--- src/rtl/epb_wbm_sync_bridge.sv ---
// rtl/epb_wbm_sync_bridge.sv - single-clock EPB to Wishbone classic master bridge with watchdog and abort
// Optional posted writes are enabled with the macro EPB_WB_POSTED_WR_EN.
module epb_wbm_sync_bridge #(
  parameter int                    DATA_WIDTH     = 32,
  parameter int                    ADDR_WIDTH     = 25,
  parameter int                    TIMEOUT_CYCLES = 1024,
  parameter logic [DATA_WIDTH-1:0] ERR_DATA       = '1,
  localparam int                   SEL_WIDTH      = DATA_WIDTH / 8
) (
  input  logic                  wb_clk_i,
  input  logic                  wb_rst_n_i,
  input  logic                  epb_cs_n,
  input  logic                  epb_oe_n,
  input  logic                  epb_r_w_n,
  input  logic [SEL_WIDTH-1:0]  epb_be_n,
  input  logic [ADDR_WIDTH-1:0] epb_addr,
  input  logic [DATA_WIDTH-1:0] epb_data_i,
  output logic [DATA_WIDTH-1:0] epb_data_o,
  output logic                  epb_data_oe_n,
  output logic                  epb_rdy,
  output logic                  wbm_cyc_o,
  output logic                  wbm_stb_o,
  output logic                  wbm_we_o,
  output logic [SEL_WIDTH-1:0]  wbm_sel_o,
  output logic [ADDR_WIDTH-1:0] wbm_adr_o,
  output logic [DATA_WIDTH-1:0] wbm_dat_o,
  input  logic [DATA_WIDTH-1:0] wbm_dat_i,
  input  logic                  wbm_ack_i,
  input  logic                  wbm_err_i,
  output logic                  err_o,
  output logic                  timeout_o
);

  localparam int CNT_W = (TIMEOUT_CYCLES > 0) ? $clog2(TIMEOUT_CYCLES + 1) : 1;
  localparam logic [CNT_W-1:0] CNT_LAST = (TIMEOUT_CYCLES > 0) ? CNT_W'(TIMEOUT_CYCLES - 1) : '0;

  typedef enum logic [1:0] {
    S_IDLE,
    S_WB,
    S_RESP,
    S_HOLD
  } state_t;

  state_t                r_state;
  state_t                w_state_nxt;
  logic                  r_prev_cs_n;
  logic                  r_cyc;
  logic                  r_we;
  logic [SEL_WIDTH-1:0]  r_sel;
  logic [ADDR_WIDTH-1:0] r_adr;
  logic [DATA_WIDTH-1:0] r_dat;
  logic [DATA_WIDTH-1:0] r_rd_data;
  logic                  r_err;
  logic                  r_timeout;
  logic [CNT_W-1:0]      r_cnt;
  logic                  r_abort;

  logic w_start;
  logic w_capture;
  logic w_in_wb;
  logic w_timeout;
  logic w_term;
  logic w_term_err;
  logic w_term_ack;
  logic w_term_to;
  logic w_skip_resp;
  logic w_upd_data;
  logic w_rdy_extra;

  assign w_in_wb    = (r_state == S_WB);
  assign w_timeout  = (TIMEOUT_CYCLES != 0) && (r_cnt == CNT_LAST);
  assign w_term_err = w_in_wb & wbm_err_i;
  assign w_term_ack = w_in_wb & ~wbm_err_i & wbm_ack_i;
  assign w_term_to  = w_in_wb & ~wbm_err_i & ~wbm_ack_i & w_timeout;
  assign w_term     = w_term_err | w_term_ack | w_term_to;

`ifdef EPB_WB_POSTED_WR_EN
  logic r_posted;
  logic r_pending;
  logic r_post_rdy;

  // A start seen during a posted write is replayed from the held EPB pins once the bus frees up.
  assign w_start     = (r_state == S_IDLE) & ~epb_cs_n & (r_prev_cs_n | r_pending);
  assign w_skip_resp = r_posted | r_abort | epb_cs_n;
  assign w_upd_data  = ~r_posted;
  assign w_rdy_extra = r_post_rdy;

  always_ff @(posedge wb_clk_i or negedge wb_rst_n_i) begin
    if (!wb_rst_n_i) begin
      r_posted   <= 1'b0;
      r_pending  <= 1'b0;
      r_post_rdy <= 1'b0;
    end else begin
      r_post_rdy <= w_capture & ~epb_r_w_n;
      if (w_capture) begin
        r_posted <= ~epb_r_w_n;
      end
      if (r_state == S_IDLE) begin
        r_pending <= 1'b0;
      end else if (w_in_wb && r_posted && r_prev_cs_n && !epb_cs_n) begin
        r_pending <= 1'b1;
      end
    end
  end
`else
  assign w_start     = (r_state == S_IDLE) & r_prev_cs_n & ~epb_cs_n;
  assign w_skip_resp = r_abort | epb_cs_n;
  assign w_upd_data  = 1'b1;
  assign w_rdy_extra = 1'b0;
`endif

  always_ff @(posedge wb_clk_i or negedge wb_rst_n_i) begin
    if (!wb_rst_n_i) begin
      r_state <= S_IDLE;
    end else begin
      r_state <= w_state_nxt;
    end
  end

  always_comb begin
    w_state_nxt = r_state;
    w_capture   = 1'b0;
    case (r_state)
      S_IDLE: begin
        if (w_start) begin
          w_capture   = 1'b1;
          w_state_nxt = S_WB;
        end
      end
      S_WB: begin
        if (w_term) begin
          w_state_nxt = w_skip_resp ? S_IDLE : S_RESP;
        end
      end
      S_RESP: w_state_nxt = S_HOLD;
      S_HOLD: begin
        if (epb_cs_n) begin
          w_state_nxt = S_IDLE;
        end
      end
      default: w_state_nxt = S_IDLE;
    endcase
  end

  always_ff @(posedge wb_clk_i or negedge wb_rst_n_i) begin
    if (!wb_rst_n_i) begin
      r_prev_cs_n <= 1'b1;
      r_cyc       <= 1'b0;
      r_we        <= 1'b0;
      r_sel       <= '0;
      r_adr       <= '0;
      r_dat       <= '0;
      r_rd_data   <= '0;
      r_err       <= 1'b0;
      r_timeout   <= 1'b0;
      r_cnt       <= '0;
      r_abort     <= 1'b0;
    end else begin
      r_prev_cs_n <= epb_cs_n;
      r_err       <= 1'b0;
      r_timeout   <= 1'b0;
      if (w_capture) begin
        r_cyc   <= 1'b1;
        r_we    <= ~epb_r_w_n;
        r_sel   <= ~epb_be_n;
        r_adr   <= epb_addr;
        r_dat   <= epb_data_i;
        r_cnt   <= '0;
        r_abort <= 1'b0;
      end else if (w_term) begin
        r_cyc <= 1'b0;
        if (w_term_err) begin
          r_err <= 1'b1;
          if (w_upd_data) begin
            r_rd_data <= ERR_DATA;
          end
        end else if (w_term_ack) begin
          if (!r_we) begin
            r_rd_data <= wbm_dat_i;
          end
        end else begin
          r_err     <= 1'b1;
          r_timeout <= 1'b1;
          if (w_upd_data) begin
            r_rd_data <= ERR_DATA;
          end
        end
      end else if (w_in_wb) begin
        r_cnt <= r_cnt + CNT_W'(1);
        // Remember a release mid-cycle so the response phase is skipped even if cs_n drops again.
        if (epb_cs_n) begin
          r_abort <= 1'b1;
        end
      end
    end
  end

  assign wbm_cyc_o     = r_cyc;
  assign wbm_stb_o     = r_cyc;
  assign wbm_we_o      = r_we;
  assign wbm_sel_o     = r_sel;
  assign wbm_adr_o     = r_adr;
  assign wbm_dat_o     = r_dat;
  assign epb_data_o    = r_rd_data;
  assign err_o         = r_err;
  assign timeout_o     = r_timeout;
  assign epb_rdy       = (r_state == S_RESP) | w_rdy_extra;
  assign epb_data_oe_n = (!r_we && (r_state == S_RESP || r_state == S_HOLD)) ? epb_oe_n : 1'b1;

endmodule

--- config.mk ---
export PLATFORM = sky130hd
export DESIGN_NAME = epb_wbm_sync_bridge
export DESIGN_NICKNAME = d
export VERILOG_FILES = /design/src/rtl/epb_wbm_sync_bridge.sv
export SDC_FILE = /design/constraint.sdc
export NUM_CORES = 1
export LEC_CHECK = 0
export BUFFER_PORTS_ARGS = -buffer_cell sky130_fd_sc_hd__buf_2
export CAP_MARGIN = 5
export CORE_ASPECT_RATIO = 0.9
export CORE_UTILIZATION = 30
export CTS_CLUSTER_SIZE = 16
export DETAILED_ROUTE_END_ITERATION = 16
export SETUP_SLACK_MARGIN = 0.05
export SYNTH_ARGS = -nofsm -noshare
export SYNTH_HDL_FRONTEND = slang
export SYNTH_SLANG_ARGS = --single-unit
export TNS_END_PERCENT = 10
--- constraint.sdc ---
create_clock -name wb_clk_i -period 2.1 [get_ports wb_clk_i]
set_input_delay 0.315 -clock wb_clk_i [delete_from_list [all_inputs] [get_ports wb_clk_i]]
set_output_delay 0.315 -clock wb_clk_i [all_outputs]
set_load 0.02 [all_outputs]
# [Word level (Yosys, flattened, before mapping)]
# Index checks and enable logic that the tools add are counted.
# Widths: inputs -> output; s select.
[totals] regBits=112 out_inout_bits=100
[classes] add_sub_neg=1 eq_ne=9 mux=27 bitwise_logic=16 reduce_logical=11
[ops] operator="$mux 32" count=3
[ops] operator="$mux 11" count=3
[ops] operator="$mux 1" count=16
[ops] operator="$add 11x1->11 const B" count=1
[ops] operator="$eq 11x10->1 const B" count=1
[ops] operator="$reduce_and 3->1" count=3
[ops] operator="$mux 2" count=4
[ops] operator="$pmux 2 s4" count=1
[ops] operator="$and 1x1->1" count=7
[ops] operator="$ne 2x2->1 const B" count=3
[ops] operator="$reduce_bool 2->1" count=3
[ops] operator="$not 1->1" count=5
[ops] operator="$eq 2x2->1 const B" count=2
[ops] operator="$not 4->4" count=1
[ops] operator="$ne 3x3->1 const B" count=1
[ops] operator="$or 1x1->1" count=3
[ops] operator="$eq 2x1->1 const B" count=1
[ops] operator="$logic_not 2->1" count=1
[ops] operator="$ne 2x1->1 const B" count=1
[ops] operator="$reduce_and 2->1" count=1
[ops] operator="$logic_and 1x1->1" count=1
[ops] operator="$logic_not 1->1" count=1
[ops] operator="$logic_or 1x1->1" count=1

# [Depth between registers and ports, before layout]
# Gate-level depths: netlist of run 1.
[logic_depth] ltp_word=7 mapped_depth=6

# [Least setup slack after synthesis of run 1]
# No wires, ideal clock.
[synth_timing] path_type="reg2reg" startpoint="register r_state[0]" endpoint="register r_cnt[7]" setup_time_ns=0.078 t_arrival_ns=1.819 path_slack_ns=0.203 path_stages_with_launch=6 path_buffers=1 synth_period_minus_slack_ns=1.897 path_cell_list="dfrtp_1 -> buf_4 -> or4b_4 -> or3_4 -> or4_1 -> a21oi_1"
[synth_via] elab_chain_len=7 elab_cells_between_ends=17 classes_between="eq/ne: 2; mux: 3; bitwise: 9; reduce/logical: 3"
[synth_rtl] item="start: declaration" line_no="44" source="state_t r_state;"
[synth_rtl] item="start signal: assignment" line_no="116" source="r_state <= w_state_nxt;"
[synth_rtl] item="$eq 2x1->1 or $logic_not 2->1 (tied branches)" line_no="70, 106, 123"
[synth_rtl] item="$and 1x1->1, on equally long branches" line_no="73, 74, 106"
[synth_rtl] item="$and 1x1->1, on equally long branches" line_no="73, 106, 74"
[synth_rtl] item="$or 1x1->1 (tied with other cells)" line_no="75" source="assign w_term = w_term_err | w_term_ack | w_term_to;"
[synth_rtl] item="$or 1x1->1 or $mux 1 (tied branches)" line_no="75, 123"
[synth_rtl] item="$ne 2x2->1 (no source line) or $reduce_bool 2->1 (tied branches)"
[synth_rtl] item="$reduce_and 2->1 (no source line)"
[synth_rtl] item="end signal: assignment" line_no="189" source="r_cnt <= r_cnt + CNT_W'(1);"
[synth_rtl] item="end: declaration" line_no="55" source="logic [CNT_W-1:0] r_cnt;"
# Parallel ways exist; a longest one is shown, timed or not.
# A chain may end at the register's enable or synchronous reset.

==> results.toml, run 1 <==
[status]
status = "finished, final reports clean"

[route]
dr.pass1.iters = 4
routed_via_density = 4.48
via_count = 3678
drc = 0
wl_per_cell_um = 12.3
ant_nets = 0
drt_iter0_markers = 165
routed_wl_um = 10100

[floorplanning]
core_mm2 = 0.0141
rows = 41
die_y_um = 116
dieArea_mm2 = 0.0149
die_width_um = 129
initial_core_util_pct = 30.8
pin_count = 200

[pwr]
clockPowerShare_pct = 19.3
share_comb_of_total_power_pct = 40.5
power_switching_w = 0.00361
p_per_area_mw_per_mm2 = 1490
pwr-share-seq_pct = 40.2
ir_drop_uv = 709
power.internal_w = 0.00522
p_sw_share_pct = 40.9
leakagePower_nw = 3.03

[timing]
setup_viol = 0
skew_ps = 9.60
max_clock_freq_mhz = 513
period_needed_ps = 1950
layout_setup_ws_ps = 149
drv_slew = 0
hold-worst-slack_ps = 109
tns_ps = 0
fin_crit_sh_pct = 92.9
max_slew_margin_pct = 67.0
grt_setup_unrepaired = "false"
timing_hold_violations_final = 0
tightest_slew_ps = 496

[setup_path]
critPathSlowestCell = "or4b_4"
cp.required_ps = 2380
slowest_delay_ps = 550
path_max_fanout = 5
cp_cell_sequence = "or4b_4 > or3_4 > or4_1 > a21oi_1"
start_kind = "register"
cp-end-kind = "register"
crit_arrival_ps = 2240
crit_type = "register to register"

[synth]
synth-edff-count = 0
synth_cells = 422
synthArstFlopShare_pct = 100
synth_area_leaders = "dfrtp_1 (64%), nand2_1 (16%), o22a_1 (6.5%)"
ys.warnings.count = 0
syn_area_mm2 = 0.00433
synth-main-ff-cell = "dfrtp_1"
syn_nets = 523
ys_seq_area_share_pct = 64.8
synth_seq_cells = 112
yosysTopAreaCell = "dfrtp_1"
ys_types = 38
yosysTopAreaCellShare_pct = 64.2
avgSynthCellArea_um2 = 10.3

[placement]
dp_cells = 804
place_hpwl_um = 7300
port_buffers = 199
dpl_worst_slack_ps = 74.7
placed_area_mm2 = 0.00563
gp_congestion = 0.737

[clock_tree]
htree_levels = 3
cts_tree = "built"
clk_latency_ps = 360
root_buffer = "clkbuf_16"
cts_num_sinks = 112
numCtsBuffers = 9
clkTransAtPathRegs_ps = 80
clk_path_buf_depth = 2

[grt]
grt_max_degree = 47
grt.total_usage_pct = 13.7
overflow = 0
grt_pass1_wl_um = 15900
antenna_found_initial = 0
grt_pass1_vias = 3434

[cells_and_area]
area_delta_synth_final_pct = 37.2
drive_gt1_share_pct = 37.7
fin_area_mm2 = 0.00594
diodes = 0
layout.nets = 724
finalNonFillerCells = 821

[run]
drv_cap = 0

[min_path]
hold_class = "input pin to register"
-- per-stage QoR --
stage	power (W)	util, %
CTS	0.00898	42.2
finish	0.00883	42.2
global route	0.00945	42.2
global placement	0.00711	40.0
detailed placement	0.00722	40.0
floorplan	0.00580	-
-- metal layers --
metal	part of all wire [%]	global-route usage [%]
met1	45	17.1
met2	47	22.1
met4	0.99	4.00
met5	0	0
met3	7.2	5.45
-- cell usage in the layout, fill, tap and decap left out, types with 3 or more instances in the layout --
cell	instances
buf_2	198
nand2_1	186
dfrtp_1	111
o22a_1	32
buf_4	11
o21ai_0	10
clkbuf_16	9
nor2_1	6
a21oi_1	6
inv_1	4
buf_12	4
nand4_1	3
nor3_1	3
a311oi_1	3
o31ai_1	3
inv_6	3
-- cells by family after synthesis --
group	synth area share, %
mux	0.463
flops	64.8
buf+inv	2.69
fa+ha+maj	0.289
simple gates	20.6
xor+xnor	0.202
compound gates	11.0
-- path summary, 6_finish.rpt --
kind / cells past startpoint / start / to / slack, ps
max: 4 / register / r_cnt[7]$_DFFE_PN0P_ / 150
min: 1 / epb_cs_n / r_prev_cs_n$_DFF_PN1_ / 110
max reg2reg: 4 / register / r_cnt[7]$_DFFE_PN0P_ / 150
min reg2reg: 2 / wbm_dat_o[7]$_DFFE_PN0P_ / wbm_dat_o[7]$_DFFE_PN0P_ / 470
max in group asynchronous: 3 / wb_rst_n_i / wbm_dat_o[10]$_DFFE_PN0P_ / 1000
min in group asynchronous: 2 / wb_rst_n_i / wbm_adr_o[21]$_DFFE_PN0P_ / 470
-- sequential cells by signal (all words and copies together) (netlist names), named ones only --
signal	cells
wbm_dat_o	32
err_o	1
timeout_o	1
r_state	1
r_cnt	11
wbm_cyc_o	1
r_prev_cs_n	1
wbm_we_o	1
r_abort	1
epb_data_o	32
wbm_adr_o	25
wbm_sel_o	4
-- repair_timing --
| item | in CTS | in global routing |
|---|---|---|
| gates resized for setup | 0 | 0 |
| hold buffers | 1 | 0 |
| buffers inserted | 0 | 0 |
| endpoints found under the hold margin | 33 | 0 |
-- synth_stat cells, types with 3 or more instances --
library cell  count
buf_2             3
nor3_1            3
o22a_1           32
nand2_1         186
o31ai_1           3
inv_1             4
nand4_1           3
clkbuf_1         17
nor2_1            6
o21ai_0          10
a311oi_1          3
dfrtp_1         111
a21oi_1           6
-- power groups by stage --
stage	Combinational (W)	Clock [W]	Sequential (W)
2_1_floorplan	0.00114	0	0.00466
3_3_place_gp	0.00355	0	0.00356
3_5_place_dp	0.00363	0	0.00359
4_1_cts	0.00363	0.00178	0.00356
5_1_grt	0.00392	0.00186	0.00367
6_report	0.00358	0.00171	0.00355
-- final cells by class --
type	instances	area, um^2
clock buffers	9	225
clock inverters	7	73.8
fillers	1401	8120
inverters	4	15.0
multi-input cells	282	1410
flip-flops and latches	112	2800
well taps	193	241
repair buffers	214	1160
-- critical path: cells and delay by family (launching register included) --
kind,cells,cell delay [ps]
AO/OA/AOI/OAI,1,150
flip-flops,1,380
AND/OR/NAND/NOR,3,1350
Power figures use the tool's default switching activity.
==> run 2: changes to the inputs <==
--- a/config.mk
+++ b/config.mk
@@ -5,13 +5,14 @@
 export SDC_FILE = /design/constraint.sdc
 export NUM_CORES = 1
 export LEC_CHECK = 0
-export BUFFER_PORTS_ARGS = -buffer_cell sky130_fd_sc_hd__buf_2
+export BUFFER_PORTS_ARGS = -buffer_cell sky130_fd_sc_hd__clkbuf_2
 export CAP_MARGIN = 5
 export CORE_ASPECT_RATIO = 0.9
 export CORE_UTILIZATION = 30
 export CTS_CLUSTER_SIZE = 16
 export DETAILED_ROUTE_END_ITERATION = 16
 export SETUP_SLACK_MARGIN = 0.05
+export SLEW_MARGIN = 20
 export SYNTH_ARGS = -nofsm -noshare
 export SYNTH_HDL_FRONTEND = slang
 export SYNTH_SLANG_ARGS = --single-unit
==> run 2 against run 1 <==
Compared with the run above:
- via count shrank 1.9%
- register-to-register slack barely moved
- final cell count up 0.24%
- largest power group is now sequential cells
- hold slack better by 12 ps
- largest cell class unchanged
- global-route usage increased by 0.48 points
- total power is 0.57% higher
- worst setup slack worse by 14 ps
==> results.toml, run 2 (synthesis gave the netlist of run 1 again) <==
[status]
status = "finished, final reports clean"

[setup_path]
cp-end-kind = "register"
cp.depth = 4
cp_top_family = "simple AND/OR/NAND/NOR gates"
cp.required_ps = 2380
crit_arrival_ps = 2240
crit_type = "register to register"
start_kind = "register"
critPathSlowestCell = "or4b_4"
path_max_fanout = 5
worst-path-buf-inv = 0
r2r_cells = 4
slowest_delay_ps = 550
cp_cell_sequence = "or4b_4 > or3_4 > or4_1 > a21oi_1"

[route]
routed_wl_um = 10200
dr.pass1.iters = 4
wl_per_cell_um = 12.4
ant_nets = 0
drc = 0
via_count = 3607
drt_iter0_markers = 119
routed_via_density = 4.38

[cells_and_area]
drive_gt1_share_pct = 37.9
layout_common_cells = "clkbuf_2 (198), nand2_1 (186), dfrtp_1 (111)"
final_common_cell = "clkbuf_2"
finalNonFillerCells = 823
area_delta_synth_final_pct = 37.4
layout.nets = 726
diodes = 0
final_util_pct = 42.3

[timing]
layout_setup_ws_ps = 135
tightest_slew_ps = 605
tns_ps = 0
max_slew_margin_pct = 59.6
setup_viol = 0
timing_hold_violations_final = 0
drv_slew = 0
skew_ps = 8.68
max_clock_freq_mhz = 509
grt_setup_unrepaired = "false"
period_needed_ps = 1960
fin_crit_sh_pct = 93.6

[clock_tree]
cts_num_sinks = 112
numCtsBuffers = 9
cts_tree = "built"
clkTransAtPathRegs_ps = 80
clk_latency_ps = 350
htree_levels = 3
root_buffer = "clkbuf_16"
clk_path_buf_depth = 2

[placement]
port_buffers = 199
gp_congestion = 0.750
place_hpwl_um = 7490
dp_cells = 806
dpl_worst_slack_ps = 88.0

[pwr]
p_per_area_mw_per_mm2 = 1490
leakagePower_nw = 3.07
total_power_w = 0.00888
ir_drop_uv = 625

[grt]
grt.total_usage_pct = 14.2
grt_pass1_wl_um = 16500
grt_pass1_vias = 3482
antenna_found_initial = 0
grt_max_degree = 48
overflow = 0

[floorplanning]
dieArea_mm2 = 0.0149
die_y_um = 116
core_mm2 = 0.0141
rows = 41
pin_count = 200
initial_core_util_pct = 30.8
die_width_um = 129

[run]
drv_cap = 0

[min_path]
holdPathStages = 1
hold_class = "input pin to register"
[run 2: final cells by class]
class | count | area (um^2)
tap | 193 | 241
fill | 1435 | 8110
clock buffer | 9 | 225
timing repair buffer | 216 | 1170
inverter | 4 | 15.0
multi-input combinational | 282 | 1410
clock inverter | 7 | 78.8
sequential | 112 | 2800
[run 2: final timing paths]
kind	endpoint	slack [ps]	start
worst min-delay path	r_prev_cs_n$_DFF_PN1_	120	epb_cs_n
worst max register to register	r_cnt[7]$_DFFE_PN0P_	140	register
worst min register to register	wbm_dat_o[10]$_DFFE_PN0P_	470	wbm_dat_o[10]$_DFFE_PN0P_
worst max-delay path	r_cnt[7]$_DFFE_PN0P_	140	register
min in group asynchronous	wbm_adr_o[22]$_DFFE_PN0P_	510	wb_rst_n_i
max in group asynchronous	wbm_dat_o[9]$_DFFE_PN0P_	910	wb_rst_n_i
[run 2: metal layers]
layer	share of wire (%)	up-vias	track usage (%)
li1	-	1799	-
met1	44	1679	17.2
met2	48	123	23.5
met3	6.8	6	5.49
met4	0.93	0	4.31
met5	0	-	0
[run 2: metrics by stage]
| step | hold WS, ps | instance area, um^2 |
|---|---|---|
| 3_3_place_gp | 357 | 5630 |
| 3_5_place_dp | 362 | 5630 |
| 6_report | 121 | 5940 |
| 2_1_floorplan | 19.4 | 4330 |
| 4_1_cts | 99.8 | 5940 |
| 5_1_grt | 102 | 5940 |
[run 2: report_power, final]
part / total (W) / internal (W) / switching [W] / leakage (nW)
Clock: 0.00174 / 0.000936 / 0.000802 / 0.139
Sequential: 0.00359 / 0.00308 / 0.000519 / 1.31
Combinational: 0.00355 / 0.00128 / 0.00227 / 1.62
[run 2: timing repair]
item,in CTS,in global routing
buffers inserted,0,0
hold buffers,1,0
endpoints found under the hold margin,38,0
resized for setup,0,0
==> run 3: changes to the inputs <==
--- a/config.mk
+++ b/config.mk
@@ -11,8 +11,8 @@
 export CORE_UTILIZATION = 30
 export CTS_CLUSTER_SIZE = 16
 export DETAILED_ROUTE_END_ITERATION = 16
+export PLACE_DENSITY = 0.61
 export SETUP_SLACK_MARGIN = 0.05
-export SLEW_MARGIN = 20
 export SYNTH_ARGS = -nofsm -noshare
 export SYNTH_HDL_FRONTEND = slang
 export SYNTH_SLANG_ARGS = --single-unit
==> run 3 against run 2 <==
Compared with the run above:
- cell area increased by 0.93%
- utilization increased by 0.39 points
- via count increased by 2.4%
- wire length increased by 4.5%
- critical path type unchanged
- largest cell class unchanged
- largest power group is now combinational logic
==> results.toml, run 3 (synthesis gave the netlist of run 1 again) <==
[setup_path]
path_max_fanout = 5
crit_arrival_ps = 2230
r2r-end = "r_cnt[9]$_DFFE_PN0P_"
cp-end-kind = "register"
cp.required_ps = 2370
r2r_slack_ps = 150
start_kind = "register"
r2r_cells = 4
crit_end = "r_cnt[9]$_DFFE_PN0P_"
crit_type = "register to register"

[floorplanning]
core_mm2 = 0.0141
dieArea_mm2 = 0.0149
rows = 41
die_y_um = 116
pin_count = 200
initial_core_util_pct = 30.8
die_width_um = 129

[route]
routed_via_density = 4.49
ant_nets = 0
via_count = 3694
drt_iter0_markers = 194
dr.pass1.iters = 4
wl_per_cell_um = 13.0
routed_wl_um = 10700
drc = 0

[placement]
dp_cells = 806
gp_congestion = 0.758
placed_area_mm2 = 0.00567
place_hpwl_um = 7650
dpl_worst_slack_ps = 78.8
port_buffers = 199

[cells_and_area]
layout.nets = 726
drive_gt1_share_pct = 37.8
final_util_pct = 42.7
regArea_mm2 = 0.00280
area_delta_synth_final_pct = 38.6
fin_area_mm2 = 0.00600
finalNonFillerCells = 823
layout_common_cells = "clkbuf_2 (198), nand2_1 (186), dfrtp_1 (111)"
final_common_cell = "clkbuf_2"
diodes = 0
nFillCells = 1403
multiInputGateArea_mm2 = 0.00141

[clock_tree]
clkTransAtPathRegs_ps = 70
clk_path_buf_depth = 2
htree_levels = 3
cts_num_sinks = 112
clk_latency_ps = 350
root_buffer = "clkbuf_16"
numCtsBuffers = 9
cts_resized = 0
cts_tree = "built"

[timing]
grt_setup_unrepaired = "false"
timing_hold_violations_final = 0
period_needed_ps = 1950
tns_ps = 0
skew_ps = 7.03
fin_crit_sh_pct = 93.0
tightest_slew_ps = 475
layout_setup_ws_ps = 147
max_slew_margin_pct = 68.0
setup_viol = 0
max_clock_freq_mhz = 512
drv_slew = 0

[grt]
antenna_found_initial = 0
grt_max_degree = 71
grt_pass1_vias = 3584
grt_pass1_wl_um = 17100
grt.total_usage_pct = 14.9
overflow = 0

[pwr]
leakagePower_nw = 3.09
ir_drop_uv = 666
p_per_area_mw_per_mm2 = 1510

[run]
drv_cap = 0

[status]
status = "finished, final reports clean"

[min_path]
hold_class = "input pin to register"
[run 3: cell types whose count changed in the layout (fill, tap and decap cells not counted), sizes merged]
cell,before,now
bufinv,1,2
clkbuf,207,208
clkinvlp,3,2
inv,6,5
[run 3: power by group]
part / leakage, nW / internal, W / switching [W]
sequential: 1.31 / 0.00308 / 0.000516
clock: 0.149 / 0.00105 / 0.000777
combinational: 1.63 / 0.00132 / 0.00230
total: 3.09 / 0.00545 / 0.00359
[run 3: what timing repair did]
item                                   CTS  global route
hold buffers                             1             0
buffers inserted                         0             0
endpoints found under the hold margin   12             0
[run 3: metrics by stage]
step | power, W | hold slack, ps
floorplan | 0.00580 | 19.4
global placement | 0.00719 | 189
detailed placement | 0.00730 | 188
CTS | 0.00919 | 94.2
global route | 0.00968 | 101
finish | 0.00904 | 119
[run 3: cell type report]
cell class	count	share of cell area, %
Clock buffer	10	3.82
Inverter	4	0.250
Multi-Input combinational cell	282	23.6
Timing Repair Buffer	216	20.1
Tap cell	193	4.03
Sequential cell	112	46.7
Clock inverter	6	1.54
[run 3: worst min-delay path by stage]
| stage | start | endpoint | slack [ps] | cells past startpoint |
|---|---|---|---|---|
| floorplan | wb_rst_n_i | asynchronous set/reset pin | 20 | 0 |
| global placement | wb_rst_n_i | r_cnt[7]$_DFFE_PN0P_ | 190 | 1 |
| detailed placement | wb_rst_n_i | timeout_o$_DFF_PN0_ | 190 | 1 |
| CTS | epb_cs_n | r_prev_cs_n$_DFF_PN1_ | 90 | 1 |
| global route | epb_cs_n | r_prev_cs_n$_DFF_PN1_ | 100 | 1 |
| finish | epb_cs_n | r_prev_cs_n$_DFF_PN1_ | 120 | 1 |
[run 3: worst max-delay path: stages (launching register included)]
cell	delay [ps]
dfrtp_1	380
or4b_4	550
or3_4	400
or4_1	400
a21oi_1	150
[run 3: layer usage]
metal / track usage [%] / vias up / wire (um)
li1: - / 1805 / -
met1: 17.9 / 1753 / 4680
met2: 24.5 / 125 / 5030
met3: 6.09 / 11 / 845
met4: 4.16 / 0 / 125
met5: 0 / - / 0
